--- src/rtl/ca_pipe_pkg.sv ---
// Shared pipeline-control definitions: register address width, hazard FSM
// state encoding and the width of the flush-cycle down-counter.
package ca_pipe_pkg;
  localparam int REG_ADDR_W  = 5;
  localparam int FLUSH_CNT_W = 4;

  typedef enum logic {
    RUN   = 1'b0,
    FLUSH = 1'b1
  } state_t;
endpackage

--- src/rtl/sat_counter.sv ---
// Saturating up-counter with synchronous clear; clear beats increment.
module sat_counter #(
  parameter int CNT_W = 32
) (
  input  logic             clk_i,
  input  logic             rst_i,
  input  logic             clr_i,
  input  logic             inc_i,
  output logic [CNT_W-1:0] cnt_o
);

  // count up on inc, stick at all-ones, clear to zero on request
  always_ff @(posedge clk_i or posedge rst_i) begin
    if (rst_i)                         cnt_o <= '0;
    else if (clr_i)                    cnt_o <= '0;
    else if (inc_i && (cnt_o != '1))   cnt_o <= cnt_o + 1'b1;
  end

endmodule

--- src/rtl/pipe_hazard_ctrl.sv ---
// Front-end stall/flush sequencer: load-use detection, multi-cycle branch
// flush, memory-busy freeze, and saturating stall/flush counters.
module pipe_hazard_ctrl
  import ca_pipe_pkg::*;
#(
  parameter int FLUSH_CYCLES = 1,
  parameter int CNT_W        = 32
) (
  input  logic                  clk_i,
  input  logic                  rst_i,
  input  logic [REG_ADDR_W-1:0] if_id_rs_i,
  input  logic [REG_ADDR_W-1:0] if_id_rt_i,
  input  logic                  id_ex_memread_i,
  input  logic [REG_ADDR_W-1:0] id_ex_rt_i,
  input  logic                  branch_taken_i,
  input  logic                  mem_busy_i,
  input  logic                  clr_cnt_i,
  output logic                  pc_write_o,
  output logic                  if_id_hazard_o,
  output logic                  if_id_flush_o,
  output logic                  id_ex_bubble_o,
  output logic [CNT_W-1:0]      stall_cnt_o,
  output logic [CNT_W-1:0]      flush_cnt_o
);

  localparam logic [FLUSH_CNT_W-1:0] FLUSH_RELOAD = FLUSH_CNT_W'(FLUSH_CYCLES - 1);
  localparam logic [FLUSH_CNT_W-1:0] LAST_FLUSH   = FLUSH_CNT_W'(1);
  localparam bit                     MULTI_FLUSH  = (FLUSH_CYCLES > 1);

  state_t                 state, state_nxt;
  logic [FLUSH_CNT_W-1:0] flush_left, flush_left_nxt;
  logic                   load_use;

  // r0 is hardwired zero, so a load targeting it never creates a dependency
  assign load_use = id_ex_memread_i && (id_ex_rt_i != '0) &&
                    ((id_ex_rt_i == if_id_rs_i) || (id_ex_rt_i == if_id_rt_i));

  // state and remaining-flush register
  always_ff @(posedge clk_i or posedge rst_i) begin
    if (rst_i) begin
      state      <= RUN;
      flush_left <= '0;
    end else begin
      state      <= state_nxt;
      flush_left <= flush_left_nxt;
    end
  end

  // next state: memory busy freezes everything; a stalled branch is dropped
  // because it will re-resolve once the load-use stall clears
  always_comb begin
    state_nxt      = state;
    flush_left_nxt = flush_left;
    if (!mem_busy_i) begin
      unique case (state)
        RUN: begin
          if (!load_use && branch_taken_i && MULTI_FLUSH) begin
            state_nxt      = FLUSH;
            flush_left_nxt = FLUSH_RELOAD;
          end
        end
        FLUSH: begin
          flush_left_nxt = flush_left - 1'b1;
          if (flush_left == LAST_FLUSH) state_nxt = RUN;
        end
        default: begin
          state_nxt      = RUN;
          flush_left_nxt = '0;
        end
      endcase
    end
  end

  // output priority mux: busy > ongoing flush > load-use > taken branch
  always_comb begin
    pc_write_o     = 1'b1;
    if_id_hazard_o = 1'b0;
    if_id_flush_o  = 1'b0;
    id_ex_bubble_o = 1'b0;
    if (mem_busy_i) begin
      pc_write_o     = 1'b0;
      if_id_hazard_o = 1'b1;
    end else if (state == FLUSH) begin
      if_id_flush_o  = 1'b1;
    end else if (load_use) begin
      pc_write_o     = 1'b0;
      if_id_hazard_o = 1'b1;
      id_ex_bubble_o = 1'b1;
    end else if (branch_taken_i) begin
      if_id_flush_o  = 1'b1;
    end
  end

  sat_counter #(.CNT_W(CNT_W)) u_stall_cnt (
    .clk_i (clk_i),
    .rst_i (rst_i),
    .clr_i (clr_cnt_i),
    .inc_i (if_id_hazard_o),
    .cnt_o (stall_cnt_o)
  );

  sat_counter #(.CNT_W(CNT_W)) u_flush_cnt (
    .clk_i (clk_i),
    .rst_i (rst_i),
    .clr_i (clr_cnt_i),
    .inc_i (if_id_flush_o),
    .cnt_o (flush_cnt_o)
  );

endmodule

--- config.mk ---
export PLATFORM = sky130hd
export DESIGN_NAME = pipe_hazard_ctrl
export DESIGN_NICKNAME = d
export VERILOG_FILES = /design/src/rtl/ca_pipe_pkg.sv /design/src/rtl/sat_counter.sv /design/src/rtl/pipe_hazard_ctrl.sv
export SDC_FILE = /design/constraint.sdc
export NUM_CORES = 1
export LEC_CHECK = 0
export CAP_MARGIN = 20
export CORE_MARGIN = 2
export CORE_UTILIZATION = 30
export DETAILED_ROUTE_END_ITERATION = 10
export SLEW_MARGIN = 20
export SYNTH_ARGS = -nofsm -noshare
export SYNTH_HDL_FRONTEND = slang
export SYNTH_HIERARCHICAL = 1
export SYNTH_SLANG_ARGS = --single-unit
--- constraint.sdc ---
create_clock -name clk_i -period 7.7 [get_ports clk_i]
set_clock_uncertainty 0.2 [all_clocks]
set_input_delay 0.77 -clock clk_i [delete_from_list [all_inputs] [get_ports clk_i]]
set_output_delay 0.77 -clock clk_i [all_outputs]
set_load 0.05 [all_outputs]
# Yosys cells after proc, flatten, opt, wreduce, memory -nomap -nowiden
# Cells that the tools add are included.
[totals]
word_cells = 39
register_bits = 69
latch_bits = 0
n_memories = 0
mem_bits_ro = 0
ram_bits = 0
in_bits = 21
[classes]
n_addsub = 3
n_bitwise = 1
eq_ne = 5
n_mul = 0
reduce_logical = 9
n_lt_le_gt_ge = 0
muxes = 17
div_mod_pow = 0
n_shift = 0
[ops]
columns = ["cell", "count"]
rows = [
  ["32-bit two-way mux", 4],
  ["32-bit by 1-bit adder with 32-bit output (second input constant)", 2],
  ["32-bit != test (second input constant)", 2],
  ["1-bit two-way mux", 13],
  ["5-bit == test", 2],
  ["5-bit nonzero test", 1],
  ["4-bit by 1-bit == test with 1-bit output (second input constant)", 1],
  ["1-bit logical AND", 4],
  ["2-bit nonzero test", 2],
  ["4-bit by 1-bit subtractor with 4-bit output (second input constant)", 1],
  ["2-bit AND reduction", 1],
  ["1-bit logical OR", 1],
  ["1-bit NOT", 1],
]

# Longest topological paths before layout
[logic_depth]
ltp_word = 9
depth_mapped = 10
ltp_nobuf = 9

# Cells and area by module
# Netlist, hierarchy kept.
[by_module_without_submodules]
columns = ["module", "instances", "area_per_inst_um2", "cells_per_inst"]
rows = [
  ["sat_counter", 2, 1740.4, 186],
  ["pipe_hazard_ctrl", 1, 399.1, 43],
]

# Worst setup path after synthesis
# OpenSTA, ideal clock, no wires.
[synth_timing]
path_kind = "input -> register"
start = "in id_ex_rt_i[1]"
end = "reg u_flush_cnt.cnt_o[19]"
setup_ns = 0.078
path_slack_ns = 3.619
n_path_buf = 1
t_arrival_ns = 3.803
path_stages = 10
required_time_ns = 7.422
path_cell_list = "or4_1 -> nor2_1 -> nor3b_1 -> a211oi_2 -> nand4_1 -> nor3_1 -> o311ai_1 -> buf_2 -> or4_1 -> a21oi_1"
[synth_via]
elab_chain_cells = 8
word_cells_on_any_way = 11
[synth_lines]
columns = ["element", "line_no", "text"]
rows = [
  ["from (decl)", "pipe_hazard_ctrl.sv:14", "input logic [REG_ADDR_W-1:0] id_ex_rt_i,"],
  ["5-bit == test or 5-bit nonzero test (tied branches)", "pipe_hazard_ctrl.sv:36, pipe_hazard_ctrl.sv:35", ""],
  ["1-bit logical OR or 1-bit logical AND (tied branches)", "pipe_hazard_ctrl.sv:36, pipe_hazard_ctrl.sv:35", ""],
  ["1-bit logical AND *", "pipe_hazard_ctrl.sv:35", "assign load_use = id_ex_memread_i && (id_ex_rt_i != '0) &&"],
  ["1-bit two-way mux *", "pipe_hazard_ctrl.sv:85", "end else if (load_use) begin"],
  ["1-bit two-way mux *", "pipe_hazard_ctrl.sv:83", "end else if (state == FLUSH) begin"],
  ["1-bit two-way mux *", "pipe_hazard_ctrl.sv:80", "if (mem_busy_i) begin"],
  ["via if_id_flush_o", "pipe_hazard_ctrl.sv:20", "output logic if_id_flush_o,"],
  ["1-bit logical AND *", "sat_counter.sv:16", "else if (inc_i && (cnt_o != '1)) cnt_o <= cnt_o + 1'b1;"],
  ["2-bit nonzero test (no line) *", "-", ""],
  ["to (signal assigned)", "sat_counter.sv:16", ""],
  ["to (decl)", "sat_counter.sv:9", "output logic [CNT_W-1:0] cnt_o"],
]
# The timed path passes the listed nets; every way through them passes the cells marked *.
# A chain may end at the register's enable or synchronous reset.

# Worst setup path after layout
[layout_timing]
start = "in id_ex_rt_i[1]"
end = "out if_id_flush_o"
[layout_via]
elab_chain_cells = 6
word_cells_on_any_way = 9
[layout_lines]
columns = ["element", "line_no"]
rows = [
  ["5-bit == test or 5-bit nonzero test (tied branches)", "pipe_hazard_ctrl.sv:36, pipe_hazard_ctrl.sv:35"],
  ["1-bit logical OR or 1-bit logical AND (tied branches)", "pipe_hazard_ctrl.sv:36, pipe_hazard_ctrl.sv:35"],
  ["1-bit logical AND *", "pipe_hazard_ctrl.sv:35"],
  ["1-bit two-way mux *", "pipe_hazard_ctrl.sv:85"],
  ["1-bit two-way mux *", "pipe_hazard_ctrl.sv:83"],
  ["1-bit two-way mux *", "pipe_hazard_ctrl.sv:80"],
  ["to (decl)", "pipe_hazard_ctrl.sv:20"],
]
# Every way passes the cells marked *; elsewhere a longest branch is shown, timed or not.

==> impl_metrics.tcl <==
set metrics [dict create \
    status "finished, final reports clean" \
    synth-main-ff-cell "dfrtp_1" \
    via_per_inst 5.40 \
    die_h_um 118 \
    min_from "flush_left[3]" \
    min_path_cells 1 \
    powerDensity_nw_per_um2 168 \
    grt_pass1_wl_um 17300 \
    worst_pin_slew_ns 0.800 \
    drv_cap 0 \
    r2r_end "u_stall_cnt/cnt_o[27]" \
    clkLatencyLatePin_ns 0.33 \
    die_width_um 118 \
    detailroute.via_count 3691 \
    io_buffers 88 \
    slowest_delay_ns 0.89 \
    syn_nets 440 \
    drv_slew 0 \
    area_delta_synth_final_pct 36.5 \
    synth_seq_area_share_pct 44.5 \
    postCtsSetupRepairBufs 0 \
    crit_path_end_kind "output port" \
    max_slew_margin_pct 46.1 \
    dp_cells 668 \
    cts_hold_buf 0 \
    synth_warnings 6 \
    crit_slowest_cell "clkdlybuf4s50_1" \
    ys_top_cells_by_count "69 x dfrtp_1, 55 x a21oi_1, 30 x o31ai_1, 29 x or4_1" \
    r2r_start "state" \
    firstDrtPassIters 4 \
    min_to "flush_left[3]" \
    setup_viol 0 \
    grt_use_total_pct 14.9 \
    fin_tns_setup_ns 0 \
    synth_area_leaders "dfrtp_1 45%, a21oi_1 7.1%, o31ai_1 5.8%, or4_1 5.6%, or3_1 3.9%" \
    max-clock-path-buffers 2 \
    cts_tree "done" \
    utilization_pct 42.0 \
    rr_worst_depth 8 \
    p_leak_uw 0.00193 \
    fp-row-count 41 \
    muxShareOfSynthArea_pct 0.516 \
    min_period_over_period_pct 55.0 \
    clock-sinks 69 \
    die-area_um2 13900 \
    avgSynthCellArea_um2 9.35 \
    core_um2 12600 \
    cp-start-kind "primary input" \
    gp_congestion 0.792 \
    clk_pin_slew_ns 0.06 \
    dr.first_iter.drc_count 283 \
    final_cells 684 \
    syn_area_um2 3880 \
    ant_nets 0 \
    synth_top_family_by_area "simple AND/OR/NAND/NOR gates" \
    arrival_ns 3.26 \
    period_minus_slack_ns 4.23 \
    initial_utilization_pct 30.7 \
    crit_fanout 4 \
    r2r_setup_slack_ns 4.58 \
    worstPathCellList "clkdlybuf4s50_1 > or4_1 > nor2_1 > nor3b_1 > a211oi_2 > clkdlybuf4s50_1" \
    cts_buffers 9 \
    ys_async_sr_fraction_pct 100 \
    yosys.area_share.xor_xnor_pct 4.29 \
    hpwl_um 6990 \
    synth_compound_area_share_pct 20.8 \
    n_antenna_cell 0 \
    rsz0062_at_grt "false" \
    htreeDepth 3 \
    grt_max_degree 65 \
    ctsResizeCount 0 \
    wl_per_cell_um 15.1 \
    synth_top_area_share_pct 44.5 \
    synth_edf_count 0 \
    ys_seq_elements 69 \
    worstSetupPathType "in2out" \
    yosys.cell_count.top_type "dfrtp_1" \
    clockRootBuffer "clkbuf_16" \
    grt_overflow 0 \
    yosys.area.top_type "dfrtp_1" \
    drcViolationCount 0 \
    ys_types 41 \
    top_level_ports 89 \
    grt_antenna_before_repair 0 \
    grt_pass1_vias 3619 \
    ir_drop_v 0.0000983 \
    routed_wirelength_um 10300 \
    synthAdderAreaFrac_pct 1.29 \
    hold_class "reg2reg" \
    fmaxAchievable_mhz 236 \
    path_common_cell "clkdlybuf4s50_1" \
    synthSimpleGateAreaFrac_pct 25.1 \
    synth_cells 415 \
    hold_violations 0 \
    crit_required_ns 6.73 \
    layout-drive-gt1-share_pct 6.84 \
    fin_nets 532 \
]
-- worst max-delay path, delay by kind of cell --
kind	cells	cell delay (ns)
simple gates	3	0.71
compound gates	1	0.42
buf+inv	2	1.36
-- flip-flops by register name (all words and copies together) (netlist names) --
name               flops
flush_left             4
u_flush_cnt/cnt_o     32
state                  1
u_stall_cnt/cnt_o     32
-- placed cells by master, fill, tap and decap left out, types with 3 or more instances in the layout --
cell	n
clkdlybuf4s50_1	87
dfrtp_1	69
a21oi_1	55
o31ai_1	30
or4_1	29
nand2_1	25
o21ai_0	25
or3_1	24
nand3_1	22
inv_1	20
xnor2_1	16
nor2_1	14
nand4_1	12
clkbuf_16	9
and4_1	8
nor4_1	7
and3_1	6
buf_4	5
ha_1	4
o41ai_2	4
xor2_1	3
-- through the flow --
step                setup slack [ns]  power (uW)  instance area [um^2]  hold WS (ns)
floorplan                       3.62         408                  3880         0.243
global placement                3.45         434                  4950         0.260
detailed placement              3.40         435                  4950         0.269
CTS                             3.44         904                  5280         0.281
global route                    3.37         922                  5300         0.311
finish                          3.47         889                  5300         0.279
-- how the worst max path moves through the flow --
stage / start / depth (start not counted) / endpoint
floorplan: id_ex_rt_i[1] / 10 / u_flush_cnt/cnt_o[19]
finish: id_ex_rt_i[1] / 6 / if_id_flush_o
global placement: id_ex_rt_i[1] / 6 / if_id_flush_o
CTS: id_ex_rt_i[1] / 6 / if_id_flush_o
global route: id_ex_rt_i[1] / 6 / if_id_flush_o
detailed placement: id_ex_rt_i[1] / 11 / u_flush_cnt/cnt_o[27]
-- logic make-up (layout without fill, tap and decap cells) --
family,after synthesis,after routing
fa+ha+maj,4,4
simple gates,161,161
mux,2,2
buf+inv,32,129
xor+xnor,19,19
compound gates,128,128
flops,69,69
-- layer usage --
layer	up-vias	share of wire [%]	GRT usage (%)
li1	1788	-	-
met1	1799	45	18.3
met2	91	48	24.7
met3	13	5.7	4.89
met4	0	1.3	4.82
met5	-	0	0
-- cell type report --
type | instances | area, um^2
Multi-Input combinational cell | 314 | 2030
Inverter | 20 | 75.1
Clock buffer | 11 | 253
Clock inverter | 5 | 82.6
Tap cell | 172 | 215
Sequential cell | 69 | 1730
Fill cell | 1272 | 7320
Timing Repair Buffer | 93 | 913
-- where the power goes --
group,switching [uW],total (uW),internal (uW)
Sequential,2.49,367,365
Combinational,36.9,60.1,23.2
Clock,160,461,302
Note: power is estimated with default switching activity, not from simulation.
